[src/rtl/mem_arbiter_pkg.sv]
`default_nettype none
// ============================================================================
// mem_arbiter_pkg : shared widths, state encoding and arbitration helper
// Rev 1.0
// ============================================================================
package mem_arbiter_pkg;

    localparam int ADDR_W  = 28;
    localparam int BLOCK_W = 128;
    localparam int STATE_W = 3;

    localparam logic LAST_I = 1'b0;
    localparam logic LAST_D = 1'b1;

    typedef enum logic [STATE_W-1:0] {
        IDLE    = 3'd0,
        GRANT_I = 3'd1,
        GRANT_D = 3'd2,
        DONE_I  = 3'd3,
        DONE_D  = 3'd4
    } arb_state_e;

    // D wins when it is alone, or on a tie when I was served last.
    function automatic logic arb_pick_d(input logic req_i, input logic req_d, input logic last);
        return req_d & (~req_i | (last == LAST_I));
    endfunction

endpackage
`default_nettype wire

[src/rtl/mem_arb_fsm.sv]
`default_nettype none
// ============================================================================
// mem_arb_fsm : arbitration state, last-granted side and abandon tracking
// Rev 1.0
// ============================================================================
module mem_arb_fsm
    import mem_arbiter_pkg::*;
(
    input  logic               clk_i,
    input  logic               rst_i,
    input  logic               i_req_i,
    input  logic               d_req_i,
    input  logic               mem_busy_i,
    output logic [STATE_W-1:0] state_o,
    output logic               take_i_o,
    output logic               take_d_o,
    output logic               accept_i_o,
    output logic               accept_d_o
);

    arb_state_e state_q;
    logic       last_q;
    logic       abandon_q;

    logic w_idle;
    logic w_grant_i;
    logic w_in_grant;
    logic w_take_i;
    logic w_take_d;
    logic w_owner_req;
    logic w_finish;
    logic w_keep;

    always_comb begin
        w_idle      = (state_q == IDLE);
        w_grant_i   = (state_q == GRANT_I);
        w_in_grant  = (state_q == GRANT_I) | (state_q == GRANT_D);
        w_take_d    = w_idle & arb_pick_d(i_req_i, d_req_i, last_q);
        w_take_i    = w_idle & i_req_i & ~w_take_d;
        w_owner_req = w_grant_i ? i_req_i : d_req_i;
        w_finish    = w_in_grant & ~mem_busy_i;
        // A requester that let go at any point during its grant loses the result.
        w_keep      = w_finish & w_owner_req & ~abandon_q;
    end

    always_ff @(posedge clk_i) begin
        if (rst_i) begin
            state_q   <= IDLE;
            last_q    <= LAST_I;
            abandon_q <= 1'b0;
        end else begin
            case (state_q)
                IDLE: begin
                    abandon_q <= 1'b0;
                    if (w_take_d) begin
                        state_q <= GRANT_D;
                        last_q  <= LAST_D;
                    end else if (w_take_i) begin
                        state_q <= GRANT_I;
                        last_q  <= LAST_I;
                    end
                end
                GRANT_I, GRANT_D: begin
                    if (w_finish) begin
                        abandon_q <= 1'b0;
                        if (!w_keep) begin
                            state_q <= IDLE;
                        end else if (w_grant_i) begin
                            state_q <= DONE_I;
                        end else begin
                            state_q <= DONE_D;
                        end
                    end else if (!w_owner_req) begin
                        abandon_q <= 1'b1;
                    end
                end
                default: begin
                    state_q <= IDLE;
                end
            endcase
        end
    end

    assign state_o    = state_q;
    assign take_i_o   = w_take_i;
    assign take_d_o   = w_take_d;
    assign accept_i_o = w_keep & w_grant_i;
    assign accept_d_o = w_keep & ~w_grant_i;

endmodule
`default_nettype wire

[src/rtl/mem_arbiter.sv]
`default_nettype none
// ============================================================================
// mem_arbiter : round-robin arbiter sharing one memory port between I and D caches
// Rev 1.0
// ============================================================================
module mem_arbiter
    import mem_arbiter_pkg::*;
(
    input  logic               CLK,
    input  logic               RESET,
    input  logic               I_READ,
    input  logic [ADDR_W-1:0]  I_ADDRESS,
    output logic [BLOCK_W-1:0] I_READDATA,
    output logic               I_BUSYWAIT,
    input  logic               D_READ,
    input  logic               D_WRITE,
    input  logic [ADDR_W-1:0]  D_ADDRESS,
    input  logic [BLOCK_W-1:0] D_WRITEDATA,
    output logic [BLOCK_W-1:0] D_READDATA,
    output logic               D_BUSYWAIT,
    output logic               MEM_READ,
    output logic               MEM_WRITE,
    output logic [ADDR_W-1:0]  MEM_ADDRESS,
    output logic [BLOCK_W-1:0] MEM_WRITEDATA,
    input  logic [BLOCK_W-1:0] MEM_READDATA,
    input  logic               MEM_BUSYWAIT
);

    logic [STATE_W-1:0] w_state;
    logic               w_d_req;
    logic               w_take_i;
    logic               w_take_d;
    logic               w_accept_i;
    logic               w_accept_d;
    logic               w_granted;

    logic [ADDR_W-1:0]  addr_q,    addr_d;
    logic [BLOCK_W-1:0] wdata_q,   wdata_d;
    logic               rd_q,      rd_d;
    logic               wr_q,      wr_d;
    logic [BLOCK_W-1:0] i_rdata_q, i_rdata_d;
    logic [BLOCK_W-1:0] d_rdata_q, d_rdata_d;

    assign w_d_req = D_READ | D_WRITE;

    mem_arb_fsm u_fsm (
        .clk_i      (CLK),
        .rst_i      (RESET),
        .i_req_i    (I_READ),
        .d_req_i    (w_d_req),
        .mem_busy_i (MEM_BUSYWAIT),
        .state_o    (w_state),
        .take_i_o   (w_take_i),
        .take_d_o   (w_take_d),
        .accept_i_o (w_accept_i),
        .accept_d_o (w_accept_d)
    );

    // The request is captured at grant so the memory port stays stable even
    // if the requester changes or drops its inputs mid-transaction.
    always_comb begin
        addr_d    = addr_q;
        wdata_d   = wdata_q;
        rd_d      = rd_q;
        wr_d      = wr_q;
        if (w_take_d) begin
            addr_d  = D_ADDRESS;
            wdata_d = D_WRITEDATA;
            rd_d    = D_READ & ~D_WRITE;
            wr_d    = D_WRITE;
        end else if (w_take_i) begin
            addr_d  = I_ADDRESS;
            wdata_d = '0;
            rd_d    = 1'b1;
            wr_d    = 1'b0;
        end
        i_rdata_d = w_accept_i ? MEM_READDATA : i_rdata_q;
        d_rdata_d = w_accept_d ? MEM_READDATA : d_rdata_q;
    end

    always_ff @(posedge CLK) begin
        if (RESET) begin
            addr_q    <= '0;
            wdata_q   <= '0;
            rd_q      <= 1'b0;
            wr_q      <= 1'b0;
            i_rdata_q <= '0;
            d_rdata_q <= '0;
        end else begin
            addr_q    <= addr_d;
            wdata_q   <= wdata_d;
            rd_q      <= rd_d;
            wr_q      <= wr_d;
            i_rdata_q <= i_rdata_d;
            d_rdata_q <= d_rdata_d;
        end
    end

    assign w_granted     = (w_state == GRANT_I) | (w_state == GRANT_D);
    assign MEM_READ      = w_granted & rd_q;
    assign MEM_WRITE     = w_granted & wr_q;
    assign MEM_ADDRESS   = w_granted ? addr_q  : '0;
    assign MEM_WRITEDATA = w_granted ? wdata_q : '0;

    assign I_BUSYWAIT = I_READ  & (w_state != DONE_I);
    assign D_BUSYWAIT = w_d_req & (w_state != DONE_D);
    assign I_READDATA = i_rdata_q;
    assign D_READDATA = d_rdata_q;

endmodule
`default_nettype wire

[config.mk]
export PLATFORM = sky130hd
export DESIGN_NAME = mem_arbiter
export DESIGN_NICKNAME = d
export VERILOG_FILES = /design/src/rtl/mem_arbiter_pkg.sv /design/src/rtl/mem_arb_fsm.sv /design/src/rtl/mem_arbiter.sv
export SDC_FILE = /design/constraint.sdc
export NUM_CORES = 1
export LEC_CHECK = 0
export CAP_MARGIN = 5
export CORE_AREA = 2 2 282 284
export CTS_CLUSTER_SIZE = 8
export DETAILED_ROUTE_END_ITERATION = 8
export DIE_AREA = 0 0 284 286
export GPL_TIMING_DRIVEN = 0
export PLACE_DENSITY_LB_ADDON = 0.2
export SKIP_LAST_GASP = 1
export SYNTH_ARGS = -nofsm -noshare
export SYNTH_HDL_FRONTEND = slang
export SYNTH_SLANG_ARGS = --single-unit
[constraint.sdc]
create_clock -name CLK -period 2.9 [get_ports CLK]
set_clock_uncertainty 0.05 [all_clocks]
set_input_delay 0.87 -clock CLK [delete_from_list [all_inputs] [get_ports CLK]]
set_output_delay 0.87 -clock CLK [all_outputs]
set_load 0.02 [all_outputs]
---- Yosys cells after proc, flatten, opt, wreduce, memory -nomap -nowiden ----
Index checks and enable logic that the tools add are counted.
storage, ports and cells
  register bits after elaboration ......... 419
cells by class
  equality and inequality tests ........... 7
  multiplexer cells ....................... 21
  bitwise logic cells ..................... 24
  reductions and logical operators ........ 7
operators with widths
  cell                                                   count
  2-to-1 mux 128 bit                                     3
  2-to-1 mux 28 bit                                      3
  2-to-1 mux 3 bit                                       5
  AND 1 bit                                              14
  2-to-1 mux 1 bit                                       8
  inverter 1 bit                                         7
  inequality test 3 bit, second input constant           2
  case mux 3 bit (2 select lines)                        1
  AND reduction 2 bit                                    3
  nonzero test 2 bit                                     2
  == test 3 x 1 -> 1 bit, second input constant          1
  == test 3 x 2 -> 1 bit, second input constant          1
  zero test 3 bit                                        1
  inequality test 3 x 1 -> 1 bit, second input constant  1
  inequality test 3 x 2 -> 1 bit, second input constant  1
  bitwise OR 1 bit                                       3
  inequality test 2 x 1 -> 1 bit, second input constant  1
  case mux 1 bit (2 select lines)                        1
  OR reduction 2 bit                                     1

---- Depth between registers and ports, before layout ----
Gate-level depths: netlist (run 1).
  depth after elaboration ................. 9
  mapped depth ............................ 7
  mapped depth without buffers ............ 4

---- Cells and area by module ----
From an unflattened synthesis (run 1), not the netlist that was laid out.
second synthesis, totals
  cells, all modules ...................... 1771
  area, all modules ....................... 17130.2 um^2
modules (own cells, without submodules)
  module       instances  cells an instance  area each (um^2)
  mem_arbiter  1          1725               16746.1
  mem_arb_fsm  1          46                 384.1

---- Worst setup path after synthesis (run 1) ----
Ideal clock, no wire load.
  kind .................................... input -> output
  from .................................... input I_READ
  to ...................................... output I_BUSYWAIT
  data arrival time ....................... 1.550 ns
  required time ........................... 1.980 ns
  slack ................................... 0.430 ns
  stages on the path ...................... 3
  cells stage by stage .................... clkbuf_1 -> inv_1 -> a31oi_1
between the ends
  cells in the longest elaborated chain, start to end .. 1
ends and longest elaborated chain
  element      RTL line            source
  from (decl)  mem_arbiter.sv:11   input logic I_READ,
  AND 1 bit    mem_arbiter.sv:105  assign I_BUSYWAIT = I_READ & (w_state != DONE_I);
  to (decl)    mem_arbiter.sv:14   output logic I_BUSYWAIT,
Every way passes these cells.

---- Worst setup path in the final report (run 1) ----
  from .................................... register u_fsm.state_q[0], in the netlist u_fsm.state_o[0]
  to ...................................... output MEM_WRITEDATA[45]
between the ends
  cells in the longest elaborated chain, start to end .. 3
ends and longest elaborated chain
  element                                                                  RTL line            source
  from (decl)                                                              mem_arb_fsm.sv:21   arb_state_e state_q;
  from (signal assigned)                                                   mem_arb_fsm.sv:48   state_q <= IDLE;
  from (signal assigned)                                                   mem_arb_fsm.sv:56   state_q <= GRANT_D;
  from (signal assigned)                                                   mem_arb_fsm.sv:59   state_q <= GRANT_I;
  == test 3 x 1 -> 1 bit / == test 3 x 2 -> 1 bit (equally long branches)  mem_arbiter.sv:99   assign w_granted = (w_state == GRANT_I) | (w_state == GRANT_D);
  bitwise OR 1 bit *                                                       mem_arbiter.sv:99
  2-to-1 mux 128 bit *                                                     mem_arbiter.sv:103  assign MEM_WRITEDATA = w_granted ? wdata_q : '0;
  to (decl)                                                                mem_arbiter.sv:24   output logic [BLOCK_W-1:0] MEM_WRITEDATA,
Mark *: on every way between the ends. The rest lies on a longest branch, timed or not.

==> results of run 1 <==
==> power by group <==
group | leakage (nW) | total (mW) | switching (mW) | internal [mW]
Combinational | 6.02 | 4.67 | 2.42 | 2.25
Clock | 0.780 | 6.34 | 2.64 | 3.70
Sequential | 3.41 | 6.48 | 0.254 | 6.23
Total | 10.2 | 17.5 | 5.31 | 12.2
==> area by class of cell <==
cell class | instances | area [µm²]
Timing Repair Buffer | 782 | 8060
Tap cell | 1050 | 1310
Clock inverter | 5 | 90.1
Sequential cell | 419 | 8400
Fill cell | 8318 | 51200
Inverter | 2 | 7.51
Buffer | 160 | 923
Clock buffer | 64 | 1510
Multi-Input combinational cell | 1337 | 6830
Antenna cell | 10 | 25.0
==> cell usage after synthesis (all sizes together), types with 3 or more instances <==
master | n | area share, %
dfxtp | 419 | 54
a21oi | 262 | 8.4
a22oi | 128 | 6.1
nor2 | 167 | 4.0
nor3 | 3 | 0.17
nor2b | 3 | 0.14
and2 | 158 | 6.3
clkbuf | 80 | 1.9
buf | 87 | 2.9
nand3 | 28 | 0.90
o21ai | 4 | 0.13
nand2 | 541 | 13
a311oi | 28 | 1.6
==> flip-flops by register name (all words and copies together) (netlist names) <==
register	flops
I_READDATA	128
u_fsm.abandon_q	1
u_fsm.state_o	3
D_READDATA	128
rd_q	1
wr_q	1
addr_q	28
wdata_q	128
u_fsm.last_q	1
==> metal layers <==
metal / share of wire (%) / wire length, µm / vias up
li1: - / - / 8032
met3: 6.7 / 5180 / 132
met4: 2.9 / 2280 / 8
met5: 0.067 / 52 / -
met1: 41 / 31500 / 8008
met2: 50 / 38500 / 576
==> worst min-delay path by stage <==
stage                            to  cells past startpoint  slack [ps]       startpoint
floorplan                      wr_q                      2         400             wr_q
global placement      D_READDATA[2]                      2         390    D_READDATA[2]
detailed placement   I_READDATA[90]                      2         400   I_READDATA[90]
CTS                  I_READDATA[90]                      2         400   I_READDATA[90]
global route        D_READDATA[102]                      2         420  D_READDATA[102]
finish               I_READDATA[56]                      2         400   I_READDATA[56]
==> through the flow <==
stage | instances | util (%) | power [mW]
floorplan | 1925 | - | 8.40
global placement | 3706 | 31.0 | 10.2
detailed placement | 3706 | 31.0 | 10.3
CTS | 3813 | 34.2 | 17.4
global route | 3826 | 34.6 | 18.3
finish | 3829 | 34.6 | 17.5
==> cell usage in the layout (no fill, tap or decap), types with 2 or more instances in the layout <==
cell type and n:
inv_1 2, clkbuf_2 15, nor3_1 2, dfxtp_4 2, buf_12 4, buf_8 19, buf_16 2, and2_4 126
clkbuf_16 68, nand3_1 28, clkbuf_1 66, nor2_1 165, clkdlybuf4s50_1 571, nand4_1 2, nor2_4 2, buf_2 84
and4_1 2, o21ai_0 3, o22ai_1 2, buf_4 22, clkbuf_8 4, buf_1 2, diode_2 10, dfxtp_1 417
a211oi_1 2, a22oi_1 128, nor2b_4 2, nand2_1 541, a21oi_1 262, buf_6 148, a311oi_1 28, and2_1 32
==> what timing repair did <==
action / 4_1_cts / 5_1_grt
setup endpoints to repair: 160 / 160
gates cloned: 14 / 4
gates resized for setup: 885 / 297
pin swaps: 39 / 56
setup buffers: 24 / 12
==> logic make-up (layout without fill, tap and decap cells) <==
logic type | count (synthesis) | count (layout) | share of synthesized area (%)
simple gates | 906 | 906 | 24.8
compound gates | 431 | 431 | 16.7
flops | 419 | 419 | 53.7
buf+inv | 169 | 1013 | 4.85
other cells | 0 | 10 | 0
==> critical path: stages, from the launching register on <==
cell and delay, ps:
dfxtp_4 380, nor2b_4 180, nor2_4 50, nor2_4 180
clkbuf_16 220, clkbuf_16 150, clkbuf_16 130, buf_6 90
and2_4 130, buf_6 120
==> impl_metrics.py, run 1 <==
metrics = {
    "run_status": {
        "status": "complete, but fails checks",
        "failed_checks": "negative setup slack",
    },
    "sta": {
        "tns_ps": -26330,
        "fin_crit_ps": 3170,
        "setup_ws_ps": -268,
        "relSlewSlack_pct": 35.0,
        "period_share_pct": 109,
        "hold_ws_ps": 401,
        "rsz0062_at_grt": "true",
        "worst_pin_slew_ps": 975,
        "hold_viol": 0,
        "slew_viol_final": 0,
        "fmax_ghz": 0.316,
        "finalSetupViolCount": 158,
    },
    "power": {
        "power.density_nw_per_um2": 644,
        "vdd_drop_max_uv": 411,
        "p_leak_nw": 10.2,
    },
    "floorplan": {
        "core_um2": 78400,
        "initial_core_util_pct": 19.9,
        "die_x_um": 284,
        "ios": 734,
        "num_rows": 103,
        "fp.dieArea_um2": 81200,
        "fp.dieH_um": 286,
    },
    "critical_path": {
        "cp.arrival_ps": 2250,
        "rr_endpoint": "I_READDATA[34]",
        "r2r_start": "u_fsm.state_o[2]",
        "endpoint": "MEM_WRITEDATA[45]",
        "start_kind": "flip-flop",
        "startpoint": "u_fsm.state_o[0]",
        "ff2ff_setup_slack_ps": 490,
        "cp-end-kind": "output pin",
        "required_ps": 1980,
        "critPathKind": "flip-flop to output pin",
        "rr_worst_depth": 6,
        "worst-path-max-fanout": 5,
    },
    "clock_tree": {
        "cts-root-buf": "clkbuf_16",
        "clock_path_buffers": 3,
        "cts_tree": "yes",
        "cts_sinks": 419,
        "cts-htree-levels": 2,
        "clkSlewWorstSetupHoldPaths_ps": 60,
        "cts_buffers": 59,
        "clk_latency_ps": 610,
        "ctsHoldBuffers": 0,
    },
    "placed_design": {
        "port_buffers": 731,
        "gp_congestion": 0.871,
        "dp_hpwl_um": 59100,
        "dpl_cell_area_um2": 24300,
        "dp_worst_setup_slack_ps": -776,
    },
    "routing": {
        "num_vias": 16756,
        "vias_per_cell": 4.38,
        "drt_iter0_markers": 946,
        "ant_nets": 0,
        "wl_um": 77500,
        "drc": 0,
        "first_pass_iters": 5,
        "drt-wirelength-per-cell_um": 20.2,
    },
    "synthesis": {
        "yosys_register_bits": 419,
        "syn-num-nets": 2243,
        "yosysSeqAreaShare_pct": 53.7,
        "ys.flop_type": "dfxtp_1",
        "netlist_area_um2": 15600,
        "avgSynthCellArea_um2": 8.12,
        "synthArstFlopShare_pct": 0,
        "synth_cells": 1925,
        "synthDistinctLibCells": 32,
        "ys_warn_count": 0,
        "synth-edff-count": 0,
    },
    "cells_and_area": {
        "nNetsFinal": 3079,
        "final_cell_area_um2": 27100,
        "drive_gt1_share_pct": 18.2,
        "area_growth_syn_to_layout_pct": 73.7,
    },
    "hold_path": {
        "hp-class": "flip-flop to flip-flop",
    },
    "global_routing": {
        "grt_max_degree": 17,
        "busiest_layer": "met2",
        "grt.total_usage_pct": 18.0,
        "grt_pass1_vias": 16728,
        "grt_pass1_wl_um": 111000,
        "grt_antenna_before_repair": 14,
        "grt_use_met1_pct": 21.3,
        "gr-usage-met3_pct": 4.41,
        "grt_use_met2_pct": 31.9,
        "gr-total-overflow": 0,
    },
    "flow_run": {
        "maxCapViolations": 0,
    },
}
(Power assumes the default switching activity.)
==> run 2, diff against run 1 <==
CTS_CLUSTER_DIAMETER = 50   (was unset)
SLEW_MARGIN = 20   (was unset)
==> run 2 against run 1 <==
The flow still finishes with violations (negative setup slack). Largest power group is now the clock network. Combinational power down 4.7%. Setup slack improved by 63 ps. Wire length fell by 0.95%. Power grew 10%. Design area increased by 1.3%. Sequential power about the same. Clock power up 32%. Via count is 0.12% higher. Critical endpoint is now MEM_WRITEDATA[116].
==> impl_metrics.py, run 2 (synthesis results as in run 1) <==
metrics = {
    "run_status": {
        "status": "complete, but fails checks",
        "failed_checks": "negative setup slack",
    },
    "clock_tree": {
        "ctsHoldBuffers": 0,
        "cts_buffers": 75,
        "cts-htree-levels": 3,
        "cts_sinks": 419,
        "clkSlewWorstSetupHoldPaths_ps": 50,
        "clock_path_buffers": 3,
        "cts_tree": "yes",
        "cts-root-buf": "clkbuf_16",
        "clk_latency_ps": 590,
    },
    "sta": {
        "worst_pin_slew_ps": 964,
        "fin_crit_ps": 3110,
        "finalSetupViolCount": 153,
        "setup_ws_ps": -205,
        "slew_viol_final": 0,
        "period_share_pct": 107,
        "relSlewSlack_pct": 35.7,
        "hold_viol": 0,
        "rsz0062_at_grt": "true",
        "fmax_ghz": 0.322,
    },
    "floorplan": {
        "fp.dieArea_um2": 81200,
        "initial_core_util_pct": 19.9,
        "ios": 734,
        "die_x_um": 284,
        "core_um2": 78400,
        "num_rows": 103,
        "fp.dieH_um": 286,
    },
    "cells_and_area": {
        "post-route-util_pct": 35.1,
        "area_growth_syn_to_layout_pct": 75.9,
        "layout_common_cells": "clkdlybuf4s50_1, nand2_1, dfxtp_1",
        "nNetsFinal": 3086,
        "drive_gt1_share_pct": 17.8,
        "layout_commonest_cell": "clkdlybuf4s50_1",
    },
    "routing": {
        "wl_um": 76700,
        "vias_per_cell": 4.34,
        "num_vias": 16776,
        "drt-wirelength-per-cell_um": 19.8,
        "first_pass_iters": 5,
        "drc": 0,
        "ant_nets": 0,
        "drt_iter0_markers": 882,
    },
    "critical_path": {
        "required_ps": 1980,
        "cp.arrival_ps": 2190,
        "start_kind": "flip-flop",
        "max_stage_delay_ps": 380,
        "ff2ff_setup_slack_ps": 510,
        "cp_common_cell": "nor2_4",
        "rr_worst_depth": 7,
        "critPathKind": "flip-flop to output pin",
        "worst-path-max-fanout": 9,
        "path_cells": "nor2b_4, nor2_4, nor2_4, buf_12, clkbuf_16, buf_4, clkbuf_8, and2_4, buf_6",
        "cp-end-kind": "output pin",
        "slowest_stage": "dfxtp_4",
    },
    "placed_design": {
        "port_buffers": 731,
        "gp_congestion": 0.871,
        "dp_worst_setup_slack_ps": -776,
        "dp_hpwl_um": 59100,
    },
    "global_routing": {
        "grt.total_usage_pct": 18.1,
        "grt_antenna_before_repair": 11,
        "grt_pass1_vias": 16943,
        "grt_max_degree": 11,
        "grt_pass1_wl_um": 111000,
        "gr-total-overflow": 0,
    },
    "power": {
        "p_leak_nw": 10.4,
        "power.density_nw_per_um2": 702,
        "vdd_drop_max_uv": 382,
    },
    "flow_run": {
        "maxCapViolations": 0,
    },
    "hold_path": {
        "hold_depth": 2,
        "hp-class": "flip-flop to flip-flop",
    },
}
==> run 2: layer usage <==
| layer | share of wire (%) | vias to the layer above | global-route usage [%] |
|---|---|---|---|
| li1 | - | 8080 | - |
| met1 | 41 | 8005 | 21.2 |
| met2 | 50 | 544 | 31.8 |
| met3 | 6.2 | 139 | 4.53 |
| met4 | 3.2 | 8 | 6.64 |
| met5 | 0.060 | - | 0 |
==> run 2: worst paths after layout <==
path	from	endpoint
max	u_fsm.state_o[0]	MEM_WRITEDATA[116]
min	I_READDATA[56]	I_READDATA[56]
max reg2reg	u_fsm.state_o[0]	I_READDATA[33]
min reg2reg	I_READDATA[56]	I_READDATA[56]
==> run 2: area by class of cell <==
type | count | area [µm²]
diodes | 7 | 17.5
plain buffers | 162 | 968
clock buffers | 97 | 2070
clock inverters | 22 | 278
fillers | 8318 | 50900
inverters | 2 | 7.51
multi-input cells | 1337 | 6730
flip-flops and latches | 419 | 8390
well taps | 1050 | 1310
repair buffers | 771 | 7730
==> run 2: timing repair <==
| item | CTS | global route |
|---|---|---|
| gates cloned | 13 | 2 |
| buffers inserted | 18 | 8 |
| resized for setup | 799 | 238 |
| setup endpoints to repair | 160 | 162 |
| pin swaps | 38 | 8 |
==> run 2: metrics by stage <==
stage,hold WS (ps),std cells,instance area [µm²],TNS (ps),total power [mW]
after floorplan,396,1925,15600,0,8.40
after global placement,392,3706,24300,-182300,10.2
after detailed placement,396,3706,24300,-190830,10.3
after CTS,402,3856,27500,-44290,19.4
after global routing,418,3864,27500,-31000,20.1
final,401,3867,27500,-17080,19.3
==> run 2: critical path, delay by kind of cell, from the launching register on <==
family | cells | cell delay, ps
flip-flops | 1 | 380
buffers and inverters | 5 | 710
AND/OR/NAND/NOR | 4 | 490
==> run 2: where the power goes <==
part / internal [mW] / leakage (nW) / switching, mW
clock: 5.35 / 1.14 / 3.01
combinational: 2.10 / 5.87 / 2.35
sequential: 6.23 / 3.41 / 0.247
total: 13.7 / 10.4 / 5.61
==> run 3, diff against run 2 <==
SLEW_MARGIN = 10   (was 20)
==> results of run 3 <==
Same layout as run 2: the final DEF is identical, and so are final timing and power.
==> variant 1: new RTL, config.mk and constraints of run 2 <==
The package constant `BLOCK_W` goes from 128 to 136.
--- a/src/rtl/mem_arbiter_pkg.sv
+++ b/src/rtl/mem_arbiter_pkg.sv
@@ -8,3 +8,3 @@
     localparam int ADDR_W  = 28;
-    localparam int BLOCK_W = 128;
+    localparam int BLOCK_W = 136;
     localparam int STATE_W = 3;
Ports: changed (5 resized); port bits go from 734 to 774. The function was not compared with the original's and may differ.
==> variant 1 against run 2 <==
- the run still ends with setup timing left
- sequential cell count is 24 higher
- utilization is 3.9 points higher
- maximum frequency is 5.0% higher
- die area stayed put
- worst setup slack better by 0.15 ns
- total power is 6.8% higher
- sequential share of layout area is 1.5 points lower
- count of clock-buffer cells in the layout is 9 lower
- routed wire length is 28% higher
- non-clock buffer count is 153 higher
- first-iteration DRC count is 48% higher
- largest cell class unchanged
- via count is 26% higher
- design area is 11% higher
- synthesized area is 20% higher
- critical path type unchanged
==> variant 1: results (changes against run 2) <==
Parameter                              Value

Critical path
  Peak per-stage delay on the critical path    0.35 ns (-0.03 ns)
  Reg-to-reg critical path startpoint    u_fsm.state_o[1]
  Worst setup path end    MEM_WRITEDATA[22]
  Slack of the worst reg-to-reg path    0.48 ns (-0.03 ns)
  Worst Path Max Fanout    7 (-2)
  Arrival time of data at the critical path endpoint    2.04 ns (-0.15 ns)

Yosys
  Unique masters post-synth    41 (+28%)
  Post-synthesis share of cell area spent on xor and xnor gates    0.0466% (+0.047 points)
  Commonest cells post-synth    sky130_fd_sc_hd__a21oi_1, sky130_fd_sc_hd__dfxtp_1, sky130_fd_sc_hd__nand3_1
  Proportion of synthesized chip area in sequential cells    47.2% (-6.5 points)
  Synthesized net count    2625 (+17%)

STA
  Worst hold-check slack    0.417 ns (+0.0162 ns)
  Transition at the pin with the smallest max-transition slack    1.19 ns (+0.224 ns)
  Setup TNS    -0.951 ns (+16.13 ns)
  Final worst-path setup slack    -0.0576 ns (+0.148 ns)
  Total of endpoints with negative setup slack in the final report    33 (-78%)

Cells and area
  Final Cell Area    30600 um2 (+11%)
  Number of fill cells in the layout    8295 (-0.28%)
  Clock network share of area    7.51% (-1.0 points)
  Total number of multi-input combinational cells    1547 (+16%)
  Area taken by multi-input logic gates    8800 um2 (+31%)
  Net count, final    3491 (+13%)
  Register share of the cell area    29.0% (-1.5 points)

Drt
  Routed len/inst    23.1 um (+17%)
  Met2 Routed Length    48.5 mm (+28%)
  Routed wire length on met3    8.23 mm (+73%)

Status
  Failing checks    setup timing
  Run status    finished, violations left

Clock network
  Post-CTS Repair Setup Buffers    10 (-8)

Power and ir drop
  Relative contribution of combinational cells to total power    26.0% (+2.9 points)
  Leakage power summed over all cells    0.0108 uW (+3.4%)
  Switching Power    6500 uW (+16%)

Place
  Placed Cells incl. Taps    4110 (+11%)
  Area after DPL    27800 um2 (+15%)
  Pre-CTS setup slack    -1.08 ns (-0.300 ns)
  Half-perimeter wire length after placement    73.5 mm (+24%)

Global routing
  Met2 capacity usage during global routing    40.8% (+9.0 points)
  Number of antenna violations at the first check in global routing    13 (+2)
  Total Routing Usage GR    22.9% (+4.9 points)
==> variant 1: cell types whose count changed after synthesis, moves of 16 or more <==
cell | run 2 | this run
sky130_fd_sc_hd__dfxtp_1 | 419 | 443
sky130_fd_sc_hd__a21oi_1 | 262 | 443
sky130_fd_sc_hd__buf_2 | 79 | 63
sky130_fd_sc_hd__nor2_1 | 166 | 5
sky130_fd_sc_hd__clkbuf_1 | 78 | 204
sky130_fd_sc_hd__o31ai_1 | 0 | 136
sky130_fd_sc_hd__a22oi_1 | 128 | 1
sky130_fd_sc_hd__nand2_1 | 541 | 55
sky130_fd_sc_hd__o21ai_0 | 3 | 259
sky130_fd_sc_hd__nand4_1 | 2 | 136
sky130_fd_sc_hd__nand3_1 | 28 | 273
==> variant 1: worst min-delay path: stages, from the launching register on <==
cell and delay [ns]:
sky130_fd_sc_hd__dfxtp_1 0.30, sky130_fd_sc_hd__o21ai_0 0.06, sky130_fd_sc_hd__a21oi_1 0.06
==> variant 2: new RTL, flow settings as in run 2 <==
Without the edit above. Take the reset off `addr_q`, `wdata_q`, `i_rdata_q` and `d_rdata_q` and load them in a clocked block of their own.
--- a/src/rtl/mem_arbiter.sv
+++ b/src/rtl/mem_arbiter.sv
@@ -82,16 +82,15 @@
         if (RESET) begin
-            addr_q    <= '0;
-            wdata_q   <= '0;
             rd_q      <= 1'b0;
             wr_q      <= 1'b0;
-            i_rdata_q <= '0;
-            d_rdata_q <= '0;
         end else begin
-            addr_q    <= addr_d;
-            wdata_q   <= wdata_d;
             rd_q      <= rd_d;
             wr_q      <= wr_d;
-            i_rdata_q <= i_rdata_d;
-            d_rdata_q <= d_rdata_d;
         end
+    end
+
+    always_ff @(posedge CLK) begin
+        addr_q    <= addr_d;
+        wdata_q   <= wdata_d;
+        i_rdata_q <= i_rdata_d;
+        d_rdata_q <= d_rdata_d;
     end
Formal check against the unedited RTL: differs if RESET is asserted again (counterexample within 4 cycles, from zero or initial values and one cycle with RESET high); with RESET held inactive, the same outputs for 4 cycles.
==> variant 2 against run 2 <==
- sequential power increased by 20%
- total power grew 5.8%
- final cell count down 28%
- worst setup slack better by 0.11 ns
- routed wire length down 26%
- the flow still finishes with violations (setup timing)
- design area shrank 1.4%
- synthesized area shrank 3.5%
- worst hold slack improved by 0.020 ns
- sequential cell count is the same
==> variant 2: results (changes against run 2) <==
Parameter                              Value

Drt
  Initial drt markers    296 (-66%)
  Routed Wire Length    57.0 mm (-26%)

Status
  Run status    finished, violations left
  Failing checks    setup timing

Power and ir drop
  Worst-case vdd ir drop    0.413 mV (+8.1%)
  Leakage power summed over all cells    0.0100 uW (-3.8%)

Place
  Area after DPL    24200 um2 (-0.37%)
  GPL Wtd Cong    0.779 (-11%)
  Pre-CTS setup slack    -1.36 ns (-0.579 ns)
  Placed Cells incl. Taps    2618 (-29%)

Critical path
  Slack of the worst reg-to-reg path    0.23 ns (-0.28 ns)
  Cells on worst reg2reg path    9 (+2)
  Reg-to-reg critical path startpoint    u_fsm.state_o[1]
  Arrival time of data at the critical path endpoint    2.08 ns (-0.11 ns)
  Worst Path Max Fanout    8 (-1)
  Worst reg2reg path endpoint    wdata_q[83]

Clock network
  CTS buffer count    72 (-4.0%)

Cells and area
  Net count, final    1994 (-35%)
  Number of fill cells in the layout    7739 (-7.0%)

Global routing
  Total Routing Usage GR    13.2% (-4.9 points)
  Wire length of the first global-routing pass    77.4 mm (-31%)

STA
  Total of endpoints with negative setup slack in the final report    61 (-60%)
  Final worst-path setup slack    -0.0972 ns (+0.108 ns)

Yosys
  Post-synth EDFFs    412 (+412)
  Commonest cells post-synth    sky130_fd_sc_hd__edfxtp_1, sky130_fd_sc_hd__and2_1, sky130_fd_sc_hd__clkbuf_1
  Largest cells by area after synthesis    sky130_fd_sc_hd__edfxtp_1, sky130_fd_sc_hd__and2_1, sky130_fd_sc_hd__mux2_2
variant 2: cell types whose count changed after synthesis, sizes merged, moves of 130 or more:
| cell | before | now |
|---|---|---|
| dfxtp | 419 | 7 |
| nor2 | 167 | 5 |
| and2 | 158 | 288 |
| a21oi | 262 | 4 |
| edfxtp | 0 | 412 |
| nand2 | 541 | 0 |
variant 2: worst max-delay path, stage by stage (launching register included):
cell	delay (ns)
sky130_fd_sc_hd__dfxtp_4	0.36
sky130_fd_sc_hd__xnor2_4	0.18
sky130_fd_sc_hd__nor2_4	0.05
sky130_fd_sc_hd__buf_12	0.15
sky130_fd_sc_hd__clkbuf_16	0.16
sky130_fd_sc_hd__buf_4	0.14
sky130_fd_sc_hd__clkbuf_16	0.14
sky130_fd_sc_hd__and2_1	0.14
sky130_fd_sc_hd__buf_2	0.15
variant 2: final cells by class:
| cell class | count | area, um2 | share of cell area [%] |
|---|---|---|---|
| flip-flops and latches | 419 | 12500 | 46.2 |
| repair buffers | 795 | 8070 | 29.8 |
| multi-input cells | 351 | 2650 | 9.76 |
| clock buffers | 83 | 1840 | 6.80 |
| well taps | 1050 | 1310 | 4.85 |
| plain buffers | 34 | 374 | 1.38 |
| clock inverters | 28 | 299 | 1.10 |
| diodes | 10 | 25.0 | 0.0923 |
| inverters | 3 | 15.0 | 0.0554 |
variant 2: worst max-delay path by stage:
stage	startpoint	end	slack (ns)
floorplan	D_WRITE	D_READDATA[0]	-2.67
global placement	D_WRITE	D_READDATA[41]	-6.05
detailed placement	I_READ	wdata_q[60]	-1.36
CTS	I_READ	I_BUSYWAIT	-0.33
global route	u_fsm.state_o[0]	MEM_WRITEDATA[98]	-0.20
finish	u_fsm.state_o[0]	MEM_WRITEDATA[83]	-0.1
variant 2: routing by layer:
| layer | wire length, um | global-route usage, % | vias to the layer above |
|---|---|---|---|
| met3 | 6730 | 7.29 | 102 |
| met1 | 18900 | 12.6 | 4834 |
| met5 | 12 | 0 | - |
| met4 | 1360 | 4.57 | 2 |
| met2 | 30000 | 23.9 | 505 |
| li1 | - | - | 4698 |
variant 2: kinds of logic after synthesis:
kind of cell	Yosys count	synth area share, %
mux	28	2.32
xor+xnor	1	0.0581
fa+ha+maj	1	0.0664
flops	419	83.0
buf+inv	40	1.15
simple gates	308	12.8
compound gates	13	0.672
variant 2: what timing repair did:
item,4_1_cts,5_1_grt
gates cloned,3,13
gates resized for setup,562,482
setup buffers,6,18
setup endpoints to repair,379,373
pin swaps,4,53
variant 2: power groups by stage:
| stage | registers [uW] | logic [uW] | clock network, uW |
|---|---|---|---|
| global placement | 7950 | 4040 | 0 |
| global route | 7850 | 5280 | 8210 |
| floorplan | 8020 | 1690 | 0 |
| CTS | 7770 | 4360 | 7960 |
| detailed placement | 7870 | 4210 | 0 |
| finish | 7780 | 4930 | 7700 |
